### src/rtl/hba_reg_bank.sv
`default_nettype none
// ============================================================================
// Module      : hba_reg_bank
// Description : HBA bus slave. It terminates master transfers that hit this
//               peripheral number and holds NUM_REGS byte-wide registers:
//                 reg0          INT_EN      (R/W)
//                 reg1          INT_STATUS  (read, bus write-1-to-clear,
//                                            set by slv_int_set pulses)
//                 reg2..N-1     general purpose (R/W from bus, loadable
//                                            from peripheral write ports)
//               Each accepted transfer is answered with a single-cycle
//               xferack. The slave then waits for select to drop before it
//               will accept another transfer.
// Revision    : 1.0 - initial release
// ----------------------------------------------------------------------------
// Ports:
//   hba_clk              in   bus clock, rising edge
//   hba_resetq           in   asynchronous active-low reset
//   hba_abus             in   {peripheral number, register index}
//   hba_rnw              in   1 = read, 0 = write
//   hba_select           in   transfer in progress
//   hba_dbus             in   master write data
//   hba_xferack_slave    out  transfer complete, one cycle
//   hba_dbus_slave       out  read data, zero outside the ack cycle
//   hba_interrupt_slave  out  registered |(INT_EN & INT_STATUS)
//   slv_regs             out  all registers, reg i at [i*DBUS_WIDTH +: DBUS_WIDTH]
//   slv_wr_en            in   peripheral write enable per register (0,1 unused)
//   slv_wr_data          in   peripheral write data, same packing as slv_regs
//   slv_int_set          in   INT_STATUS set pulses
//   reg_wr_pulse         out  one-cycle strobe per register written by the bus
// ============================================================================
module hba_reg_bank #(
  parameter int DBUS_WIDTH        = 8,
  parameter int PERIPH_ADDR_WIDTH = 4,
  parameter int REG_ADDR_WIDTH    = 8,
  parameter int ADDR_WIDTH        = PERIPH_ADDR_WIDTH + REG_ADDR_WIDTH,
  parameter int PERIPH_ADDR       = 0,
  parameter int NUM_REGS          = 4
) (
  input  logic                           hba_clk,
  input  logic                           hba_resetq,
  input  logic [ADDR_WIDTH-1:0]          hba_abus,
  input  logic                           hba_rnw,
  input  logic                           hba_select,
  input  logic [DBUS_WIDTH-1:0]          hba_dbus,
  output logic                           hba_xferack_slave,
  output logic [DBUS_WIDTH-1:0]          hba_dbus_slave,
  output logic                           hba_interrupt_slave,
  output logic [NUM_REGS*DBUS_WIDTH-1:0] slv_regs,
  input  logic [NUM_REGS-1:0]            slv_wr_en,
  input  logic [NUM_REGS*DBUS_WIDTH-1:0] slv_wr_data,
  input  logic [DBUS_WIDTH-1:0]          slv_int_set,
  output logic [NUM_REGS-1:0]            reg_wr_pulse
);

  // --------------------------------------------------------------------------
  // Constants
  // --------------------------------------------------------------------------
  localparam logic [1:0] c_ST_IDLE       = 2'd0;
  localparam logic [1:0] c_ST_ACK        = 2'd1;
  localparam logic [1:0] c_ST_WAIT_DESEL = 2'd2;

  localparam logic [PERIPH_ADDR_WIDTH-1:0] c_PERIPH = PERIPH_ADDR_WIDTH'(PERIPH_ADDR);

  localparam int c_IDX_INT_EN     = 0;
  localparam int c_IDX_INT_STATUS = 1;

  // --------------------------------------------------------------------------
  // Declarations
  // --------------------------------------------------------------------------
  logic [1:0]                           r_state;
  logic [1:0]                           w_state_nxt;

  logic [NUM_REGS-1:0][DBUS_WIDTH-1:0]  r_regs;
  logic [NUM_REGS-1:0][DBUS_WIDTH-1:0]  w_regs_nxt;

  logic [DBUS_WIDTH-1:0]                r_rdata;
  logic [NUM_REGS-1:0]                  r_wr_pulse;
  logic                                 r_irq;

  logic                                 w_hit;
  logic                                 w_accept;
  logic [REG_ADDR_WIDTH-1:0]            w_idx;
  logic [NUM_REGS-1:0]                  w_bus_wr;
  logic [DBUS_WIDTH-1:0]                w_rd_mux;
  logic [DBUS_WIDTH-1:0]                w_clr_mask;

  // INT_EN and INT_STATUS are never loaded through the peripheral write
  // ports, so those enable bits and data lanes are intentionally unused.
  logic                                 w_unused_ok;
  assign w_unused_ok = ^{slv_wr_en[1:0], slv_wr_data[2*DBUS_WIDTH-1:0]};

  // --------------------------------------------------------------------------
  // Address decode
  // --------------------------------------------------------------------------
  assign w_hit    = hba_select && (hba_abus[ADDR_WIDTH-1:REG_ADDR_WIDTH] == c_PERIPH);
  assign w_idx    = hba_abus[REG_ADDR_WIDTH-1:0];
  // A transfer is only taken in IDLE; a select held through ACK/WAIT_DESEL
  // belongs to the transfer already answered.
  assign w_accept = (r_state == c_ST_IDLE) && w_hit;

  // One-hot bus write decode. An index beyond the bank matches no bit, so
  // such writes are acknowledged but change nothing.
  generate
    for (genvar gi = 0; gi < NUM_REGS; gi++) begin : g_wr_dec
      assign w_bus_wr[gi] = w_accept && !hba_rnw && (w_idx == REG_ADDR_WIDTH'(gi));
    end
  endgenerate

  // Read mux; out-of-range indices fall through to zero.
  always_comb begin
    w_rd_mux = '0;
    for (int i = 0; i < NUM_REGS; i++) begin
      if (w_idx == REG_ADDR_WIDTH'(i)) begin
        w_rd_mux = r_regs[i];
      end
    end
  end

  // --------------------------------------------------------------------------
  // FSM: state register
  // --------------------------------------------------------------------------
  always_ff @(posedge hba_clk or negedge hba_resetq) begin
    if (!hba_resetq) begin
      r_state <= c_ST_IDLE;
    end else begin
      r_state <= w_state_nxt;
    end
  end

  // --------------------------------------------------------------------------
  // FSM: next-state logic
  // --------------------------------------------------------------------------
  always_comb begin
    w_state_nxt = r_state;
    case (r_state)
      c_ST_IDLE: begin
        if (w_hit) begin
          w_state_nxt = c_ST_ACK;
        end
      end
      c_ST_ACK: begin
        w_state_nxt = c_ST_WAIT_DESEL;
      end
      c_ST_WAIT_DESEL: begin
        if (!hba_select) begin
          w_state_nxt = c_ST_IDLE;
        end
      end
      default: begin
        w_state_nxt = c_ST_IDLE;
      end
    endcase
  end

  // --------------------------------------------------------------------------
  // FSM: outputs
  // --------------------------------------------------------------------------
  always_comb begin
    hba_xferack_slave = 1'b0;
    hba_dbus_slave    = '0;
    if (r_state == c_ST_ACK) begin
      hba_xferack_slave = 1'b1;
      hba_dbus_slave    = r_rdata;
    end
  end

  // --------------------------------------------------------------------------
  // Register bank next-state
  // --------------------------------------------------------------------------
  // Bits written as 1 by the bus clear INT_STATUS.
  assign w_clr_mask = w_bus_wr[c_IDX_INT_STATUS] ? hba_dbus : '0;

  always_comb begin
    w_regs_nxt = r_regs;

    if (w_bus_wr[c_IDX_INT_EN]) begin
      w_regs_nxt[c_IDX_INT_EN] = hba_dbus;
    end

    // Set pulses are applied after the clear so a coincident set wins.
    w_regs_nxt[c_IDX_INT_STATUS] = (r_regs[c_IDX_INT_STATUS] & ~w_clr_mask) | slv_int_set;

    // General registers: the bus has priority over the peripheral port.
    for (int i = 2; i < NUM_REGS; i++) begin
      if (w_bus_wr[i]) begin
        w_regs_nxt[i] = hba_dbus;
      end else if (slv_wr_en[i]) begin
        w_regs_nxt[i] = slv_wr_data[i*DBUS_WIDTH +: DBUS_WIDTH];
      end
    end
  end

  // --------------------------------------------------------------------------
  // Sequential datapath
  // --------------------------------------------------------------------------
  always_ff @(posedge hba_clk or negedge hba_resetq) begin
    if (!hba_resetq) begin
      r_regs     <= '0;
      r_rdata    <= '0;
      r_wr_pulse <= '0;
      r_irq      <= 1'b0;
    end else begin
      r_regs     <= w_regs_nxt;
      r_wr_pulse <= w_bus_wr;
      // Captures the pre-update contents so a same-edge peripheral load
      // does not leak into the returned data.
      if (w_accept) begin
        r_rdata <= hba_rnw ? w_rd_mux : '0;
      end
      r_irq      <= |(r_regs[c_IDX_INT_EN] & r_regs[c_IDX_INT_STATUS]);
    end
  end

  assign slv_regs            = r_regs;
  assign reg_wr_pulse        = r_wr_pulse;
  assign hba_interrupt_slave = r_irq;

endmodule
`default_nettype wire
### config.mk
export PLATFORM = sky130hd
export DESIGN_NAME = hba_reg_bank
export DESIGN_NICKNAME = d
export VERILOG_FILES = /design/src/rtl/hba_reg_bank.sv
export SDC_FILE = /design/constraint.sdc
export NUM_CORES = 1
export LEC_CHECK = 0
export BUFFER_PORTS_ARGS = -buffer_cell sky130_fd_sc_hd__buf_4
export CORE_ASPECT_RATIO = 1.4
export CORE_UTILIZATION = 40
export DETAILED_ROUTE_END_ITERATION = 10
export GPL_TIMING_DRIVEN = 1
export PLACE_DENSITY = 0.8
export SLEW_MARGIN = 20
export SYNTH_ARGS = -nofsm -noshare
export SYNTH_HDL_FRONTEND = slang
export SYNTH_SLANG_ARGS = --single-unit
export TNS_END_PERCENT = 20
### constraint.sdc
create_clock -name hba_clk -period 2.5 [get_ports hba_clk]
set_input_delay 0.5 -clock hba_clk [delete_from_list [all_inputs] [get_ports hba_clk]]
set_output_delay 0.5 -clock hba_clk [all_outputs]
set_load 0.02 [all_outputs]
==> results.cfg, run 1 <==
[route]
drc = 0
via_per_inst = 5.200
drt_first_pass_iters = 4
drt-total-wl_um = 5713
drt_iter0_drc = 45
post_drt_wl_per_cell_um = 15.23
route.vias.total = 1950
antenna_left = 0

[floorplanning]
pin_count = 114
die_h_um = 91.23
core.rowCount = 32
die_w_um = 65.74
die_area_um2 = 5997
core_um2 = 5485
start_util_pct = 41.47

[power_and_ir_drop]
total_power_mw = 1.647
leakage_nw = 1.524
ir_drop_uv = 322.4
powerDensity_nw_per_um2 = 519.2

[global_routing]
grt_pass1_wl_um = 9259
grt_max_degree = 48
overflow = 0
grt_use_total_pct = 20.57
antenna_found_initial = 0
first_global_vias = 1921

[critical_path]
worstSetupPathType = register to register
worst-path-max-fanout = 11
cp_top_family = simple AND/OR/NAND/NOR gates
rrSetupSlack_ps = 460
required_ps = 2660
critPathBufInv = 1
crit_chain = nor4b_2 > nand4_1 > buf_4 > nor3b_4 > a31oi_1
startpoint_type = register
critPathArrivalTime_ps = 2200
cpPeakStageDelay_ps = 460
crit_path_end_kind = register
critical-path-slowest-cell = nor3b_4

[synthesis]
async_flop_share_pct = 100.0
syn_inst = 211
netlist_area_um2 = 2275
synth_edf_count = 0
synth.distinct_cells = 26
yosysWarningCount = 0
synth_fp_nets = 279
synth_ff_type = dfrtp_1
ys_seq_area_share_pct = 51.71
avgSynthCellArea_um2 = 10.78
synth_seq_cells = 47

[clocking]
cts_tree = done
htree_levels = 2
clock_latency_ps = 300
clk_pin_slew_ps = 90
numCtsBuffers = 5
clk_path_buf_depth = 2
hold_buffers = 0
cts_root_buffer = clkbuf_8
cts-resized-gates = 0
post_cts_buffers = 0
cts_sinks = 47

[placement]
dpl.hpwl_um = 4400
dp_cells = 367
gp_congestion = 0.7800
dpl_cell_area_um2 = 3054
io_buffers = 95
dpl_worst_slack_ps = 269.5

[min_path]
hp-class = primary input to async pin

[sta]
finalSetupViolCount = 0
tns_ps = 0
period_needed_ps = 2042
worst_slew_pin_slew_ps = 591.1
report.final.slew_viol_count = 0
period_share_pct = 81.68
worst_slack_ps = 458.0
clock_skew_ps = 3.690
hold_viol = 0
rsz0062_at_grt = false
slew_headroom_pct = 60.59
clock.fmax_ghz = 0.4897

[finish]
final_cells = 375
syn2layout_area_growth_pct = 39.44
drive_gt1_share_pct = 43.32
num_antenna_cells = 0
stdcell_area_um2 = 3172
nNetsFinal = 374

[job]
cap_violations = 0

[outcome]
status = finished clean
layout make-up:
cell class                      instances  area [um2]
Clock buffer                            6       82.58
Clock inverter                          2       35.03
Fill cell                             473        2313
Inverter                               10       37.54
Multi-Input combinational cell        144        1020
Sequential cell                        47        1176
Tap cell                               68       85.08
Timing Repair Buffer                   98       735.7
sequential cells by signal, indices dropped and copies added, names as in the netlist:
| register | flops |
|---|---|
| r_state | 2 |
| slv_regs | 32 |
| r_rdata | 8 |
| hba_interrupt_slave | 1 |
| reg_wr_pulse | 4 |
metrics by stage:
stage                     hold slack (ps)  util [%]
after floorplan                     204.4         -
after global placement              454.8     55.68
after detailed placement            463.0     55.68
after CTS                           211.6     57.82
after global routing                229.7     57.82
final                               201.4     57.82
placed cells by master, fill, tap and decap left out, drive strengths merged, types with 2 or more instances in the layout:
cell type,netlist,routed
buf,5,98
dfrtp,47,47
o21ai,32,32
mux2,24,24
mux2i,16,16
nor3,11,11
inv,10,10
nand2,10,10
nor2,9,9
a31oi,8,8
and2,8,8
a21oi,8,8
clkbuf,5,6
nand4,5,5
a22oi,4,4
nor4,2,2
nor3b,2,2
where the power goes:
group / internal [mW] / total, mW / leakage, nW / switching (mW)
sequential: 0.788 / 0.811 / 0.578 / 0.0235
clock: 0.324 / 0.578 / 0.0612 / 0.254
combinational: 0.130 / 0.257 / 0.885 / 0.127
worst paths after layout:
check / startpoint / end / depth (start not counted)
worst max-delay path: r_state[1]$_DFFE_PN0P_ / slv_regs[11]$_DFF_PN0_ / 5
worst min register to register: r_rdata[1]$_DFFE_PN0N_ / r_rdata[1]$_DFFE_PN0N_ / 2
worst max register to register: r_state[1]$_DFFE_PN0P_ / slv_regs[11]$_DFF_PN0_ / 5
max in group asynchronous: hba_resetq / slv_regs[16]$_DFFE_PN0P_ / 1
min in group hba_clk: hba_dbus[2] / slv_regs[10]$_DFF_PN0_ / 2
worst min-delay path: hba_resetq / slv_regs[13]$_DFF_PN0_ / 1
metal layers:
layer | part of all wire, % | global-route usage [%]
met5 | 0 | 0
met4 | 1.5 | 8.514
met3 | 5.6 | 4.899
met2 | 53 | 34.52
met1 | 40 | 24.55
cells by family (layout without fill, tap and decap cells):
logic type             after synthesis  count (layout)  synth area share, %
DFF                                 47              47                51.71
AOI/OAI and AO/OA                   52              52                12.32
buffers and inverters               20             116                3.466
muxes                               40              40                18.92
and+or+nand+nor                     52              52                13.59
worst reg2reg max path: cells and delay by family (launching register included):
kind / cells / cell delay, ps
simple gates: 3 / 1090
buf+inv: 1 / 230
flops: 1 / 410
compound gates: 1 / 180
synthesized netlist by cell type (8+ instances only):
library cell | instances | share of area [%]
a21oi_1 | 8 | 1.8
a31oi_1 | 8 | 2.2
and2_1 | 8 | 2.2
dfrtp_1 | 47 | 52
inv_1 | 10 | 1.7
mux2_2 | 22 | 11
mux2i_1 | 16 | 7.0
nand2_1 | 10 | 1.7
nor2_1 | 9 | 1.5
nor3_1 | 11 | 2.4
o21ai_0 | 32 | 7.0
Note: power is estimated with default switching activity, not from simulation.
==> run 2, diff against run 1 <==
Settings changed: PLACE_DENSITY 0.8 to 0.83.
Clock period 2.5 ns to 1.8 ns, I/O delays scaled along.
==> results.cfg, run 2 (same netlist as run 1, synthesis figures left out) <==
[clocking]
clk_path_buf_depth = 2
clk_pin_slew_ps = 90
htree_levels = 2
hold_buffers = 0
cts_sinks = 47
cts_tree = done
numCtsBuffers = 5
cts_root_buffer = clkbuf_8
clock_latency_ps = 300

[global_routing]
grt_pass1_wl_um = 9390
antenna_found_initial = 0
grt_max_degree = 48
first_global_vias = 2015
grt_use_total_pct = 20.67
overflow = 0

[critical_path]
cp_top_family = simple AND/OR/NAND/NOR gates
required_ps = 1990
crit_path_end_kind = register
r2r-end = slv_regs[19]$_DFFE_PN0P_
worst-path-max-fanout = 5
r2r-start = r_state[0]$_DFFE_PN0P_
crit_chain = nor4b_4 > nand4_1 > nor3b_2 > buf_4 > mux2_2
critPathArrivalTime_ps = 2030
critPathBufInv = 1
worstSetupPathType = register to register
critical-path-slowest-cell = dfrtp_1
rrSetupSlack_ps = -40
startpoint_type = register
cpPeakStageDelay_ps = 420
r2r_cells = 5

[placement]
gp_congestion = 0.7578
dpl_worst_slack_ps = -124.8
dp_cells = 376
dpl.hpwl_um = 4515
dpl_cell_area_um2 = 3134
io_buffers = 95

[route]
drt_first_pass_iters = 4
via_per_inst = 5.210
antenna_left = 0
drt-total-wl_um = 5891
route.vias.total = 2011
drt_iter0_drc = 37
drc = 0
post_drt_wl_per_cell_um = 15.26

[floorplanning]
core_um2 = 5485
die_area_um2 = 5997
pin_count = 114
start_util_pct = 41.47
die_h_um = 91.23
die_w_um = 65.74
core.rowCount = 32

[sta]
hold_slack_ps = 48.45
period_needed_ps = 1843
rsz0062_at_grt = true
tns_ps = -306.0
worst_slack_ps = -43.08
clock_skew_ps = 7.972
finalSetupViolCount = 13
slew_headroom_pct = 61.34
period_share_pct = 102.4
worst_slew_pin_slew_ps = 579.9
report.final.slew_viol_count = 0
hold_viol = 0
clock.fmax_ghz = 0.5426

[power_and_ir_drop]
leakage_nw = 1.597
ir_drop_uv = 481.5
powerDensity_nw_per_um2 = 684.0

[finish]
stdcell_area_um2 = 3311
num_antenna_cells = 0
final_cells = 386
nNetsFinal = 385
syn2layout_area_growth_pct = 45.54
final_common_cell = buf_4
largest_reg_flops = 32
final_cell_mix = buf_4, dfrtp_1, o21ai_0
drive_gt1_share_pct = 46.23

[outcome]
status = complete, but fails checks
violations = setup timing

[min_path]
hp-class = primary input to async pin

[job]
cap_violations = 0
## run 2: cell count changes in the layout (fill, tap and decap cells not counted), sizes merged
cell,change
buf,+11
clkbuf,-1
clkinv,+1
## run 2: final cells by class
class / count / area [um2]
Fill cell: 457 / 2175
Tap cell: 68 / 85.08
Clock buffer: 5 / 68.82
Timing Repair Buffer: 109 / 832.0
Sequential cell: 47 / 1176
Clock inverter: 3 / 43.79
Multi-Input combinational cell: 144 / 1067
Inverter: 10 / 37.54
## run 2: worst max-delay path by stage
stage / from / end / slack, ps / depth (start not counted)
after floorplan: hba_abus[7] / slv_regs[0]$_DFFE_PN0P_ / 30 / 4
after global placement: hba_abus[7] / slv_regs[7]$_DFFE_PN0P_ / -100 / 7
after detailed placement: hba_abus[7] / slv_regs[2]$_DFFE_PN0P_ / -120 / 7
after CTS: r_state[0]$_DFFE_PN0P_ / slv_regs[0]$_DFFE_PN0P_ / -3 / 6
after global routing: r_state[0]$_DFFE_PN0P_ / slv_regs[23]$_DFFE_PN0P_ / -160 / 5
final: r_state[0]$_DFFE_PN0P_ / slv_regs[19]$_DFFE_PN0P_ / -40 / 5
## run 2: report_power, final
group | leakage (nW) | switching, mW | internal (mW)
sequential | 0.578 | 0.0323 | 1.09
clock | 0.0581 | 0.349 | 0.413
combinational | 0.961 | 0.181 | 0.195
total | 1.60 | 0.562 | 1.70
## run 2: stage by stage
stage | total power [mW] | utilization (%)
2_1_floorplan | 1.301 | -
3_3_place_gp | 1.506 | 57.14
3_5_place_dp | 1.515 | 57.14
4_1_cts | 2.276 | 59.65
5_1_grt | 2.360 | 60.36
6_report | 2.265 | 60.36
## run 2: worst register-to-register path, cell delays in order (launching register included)
cell     delay [ps]
dfrtp_1         420
nor4b_4         300
nand4_1         200
nor3b_2         270
buf_4           210
mux2_2          340
## run 2: repair_timing
item / in CTS / in global routing
pin swaps: 3 / 2
setup endpoints to repair: 16 / 41
setup buffers: 1 / 0
resized for setup: 4 / 9
endpoints found under the hold margin: 0 / 0
cloned: 1 / 0
## run 2: per-layer routing
| layer | GRT usage, % | vias up | wire length (um) |
|---|---|---|---|
| met5 | 0 | - | 0 |
| met4 | 8.333 | 0 | 140 |
| met3 | 3.643 | 11 | 256 |
| met2 | 35.54 | 58 | 3245 |
| met1 | 24.78 | 972 | 2249 |
| li1 | - | 970 | - |
==> run 3, diff against run 2 <==
Settings changed: CORE_UTILIZATION 40 to 41, PLACE_DENSITY 0.83 to 0.85, REMOVE_ABC_BUFFERS set to 1.
==> results.cfg, run 3 (same netlist as run 1, synthesis figures left out) <==
[outcome]
status = complete, but fails checks
violations = setup timing

[route]
antenna_left = 0
drt_first_pass_iters = 4
route.vias.total = 2042
via_per_inst = 5.263
drt_iter0_drc = 55
drt-total-wl_um = 6138
drc = 0
post_drt_wl_per_cell_um = 15.82

[sta]
clock.fmax_ghz = 0.5534
period_needed_ps = 1807
worst_slack_ps = -7.054
slew_headroom_pct = 61.66
worst_slew_pin_slew_ps = 575.1
clock_skew_ps = 9.020
rsz0062_at_grt = true
finalSetupViolCount = 5
period_share_pct = 100.4
tns_ps = -20.53
hold_viol = 0
report.final.slew_viol_count = 0

[floorplanning]
die_w_um = 64.95
core.rowCount = 31
die_area_um2 = 5854
pin_count = 114
core_um2 = 5275
die_h_um = 90.13
start_util_pct = 43.12

[critical_path]
critPathArrivalTime_ps = 1990
startpoint_type = register
critical-path-slowest-cell = dfrtp_1
cpPeakStageDelay_ps = 420
worst-path-max-fanout = 5
crit_chain = nor4b_4 > nand4_1 > nor3b_2 > buf_6 > mux2_4
cp_top_family = simple AND/OR/NAND/NOR gates
critPathBufInv = 1
required_ps = 1980
crit_path_end_kind = register
worstSetupPathType = register to register

[clocking]
htree_levels = 2
clock_latency_ps = 300
numCtsBuffers = 5
clk_pin_slew_ps = 90
cts_sinks = 47
cts_tree = done
cts_root_buffer = clkbuf_8
clk_path_buf_depth = 2

[global_routing]
antenna_found_initial = 0
grt_use_total_pct = 21.07
grt_use_met3_pct = 3.934
busiest_layer = met2
grt_use_met2_pct = 35.42
first_global_vias = 2013
grt_max_degree = 48
overflow = 0
grt_pass1_wl_um = 9473
use_met1_pct = 25.14

[power_and_ir_drop]
cell_internal_pwr_mw = 1.747
leakage_nw = 1.649
swShare_pct = 24.37
p_clk_share_pct = 34.4
p_seq_share_pct = 48.8
ir_drop_uv = 515.8
power_switching_mw = 0.5629
powerDensity_nw_per_um2 = 680.9
combPwrFrac_pct = 16.8

[min_path]
hp-class = primary input to async pin

[finish]
final_cell_mix = buf_4, dfrtp_1, o21ai_0
drive_gt1_share_pct = 47.52
nNetsFinal = 389
syn2layout_area_growth_pct = 49.12
final_cells = 388
largest_reg_flops = 32
final_common_cell = buf_4
num_antenna_cells = 0
fill_cells = 434

[job]
cap_violations = 0

[placement]
dpl.hpwl_um = 4572
dp_cells = 378
io_buffers = 95
gp_congestion = 0.7642
==> run 3: cell count changes in the layout (fill, tap and decap cells not counted), moves of 3 or more <==
cell	delta
and2_1	-3
and2_4	+3
buf_6	+7
mux2_2	-7
mux2_4	+6
==> run 3: per-layer routing <==
layer  vias up  share of wire (%)
li1        980                  -
met4         0                2.5
met5         -                  0
met1       981                 39
met2        68                 53
met3        13                4.9
==> run 3: stage by stage <==
step / util, % / instance area, um2 / power [mW] / hold slack (ps) / setup WS [ps]
6_report: 64.30 / 3392 / 2.310 / 59.15 / -7.054
5_1_grt: 64.30 / 3392 / 2.388 / 99.89 / -83.17
4_1_cts: 63.59 / 3354 / 2.317 / 77.22 / -21.36
3_5_place_dp: 59.70 / 3149 / 1.520 / 397.7 / -153.4
3_3_place_gp: 59.70 / 3149 / 1.510 / 391.1 / -112.5
2_1_floorplan: - / 2233 / 1.283 / 64.41 / -684.8
==> run 3: layout make-up <==
cell class | count | area (um2) | share of cell area [%]
clock buffers | 6 | 82.58 | 2.435
inverters | 10 | 37.54 | 1.107
clock inverters | 2 | 35.03 | 1.033
multi-input cells | 144 | 1100 | 32.42
flip-flops and latches | 47 | 1176 | 34.67
repair buffers | 113 | 878.3 | 25.89
well taps | 66 | 82.58 | 2.435
==> run 3: power by group through the flow <==
stage                     logic (mW)  clock network [mW]  registers [mW]
after floorplan               0.0965                   0            1.19
after global placement         0.364                   0            1.15
after detailed placement       0.372                   0            1.15
after CTS                      0.387               0.803            1.13
after global routing           0.414               0.842            1.13
final                          0.387               0.795            1.13
==> run 3: what timing repair did <==
| action | in CTS | in global routing |
|---|---|---|
| cloned | 1 | 0 |
| resized for setup | 20 | 11 |
| setup endpoints to repair | 27 | 32 |
| hold buffers | 0 | 0 |
| pin swaps | 3 | 1 |
| setup buffers | 1 | 0 |
==> run 3: final timing paths <==
path	from	endpoint	slack [ps]	cells after the start
max	r_state[0]$_DFFE_PN0P_	slv_regs[19]$_DFFE_PN0P_	-7	5
max in group asynchronous	hba_resetq	slv_regs[12]$_DFF_PN0_	1360	1
min	hba_resetq	slv_regs[22]$_DFFE_PN0P_	60	1
min reg2reg	r_rdata[0]$_DFFE_PN0N_	r_rdata[0]$_DFFE_PN0N_	480	2
min in group hba_clk	hba_dbus[1]	slv_regs[9]$_DFF_PN0_	260	2
max reg2reg	r_state[0]$_DFFE_PN0P_	slv_regs[19]$_DFFE_PN0P_	-7	5
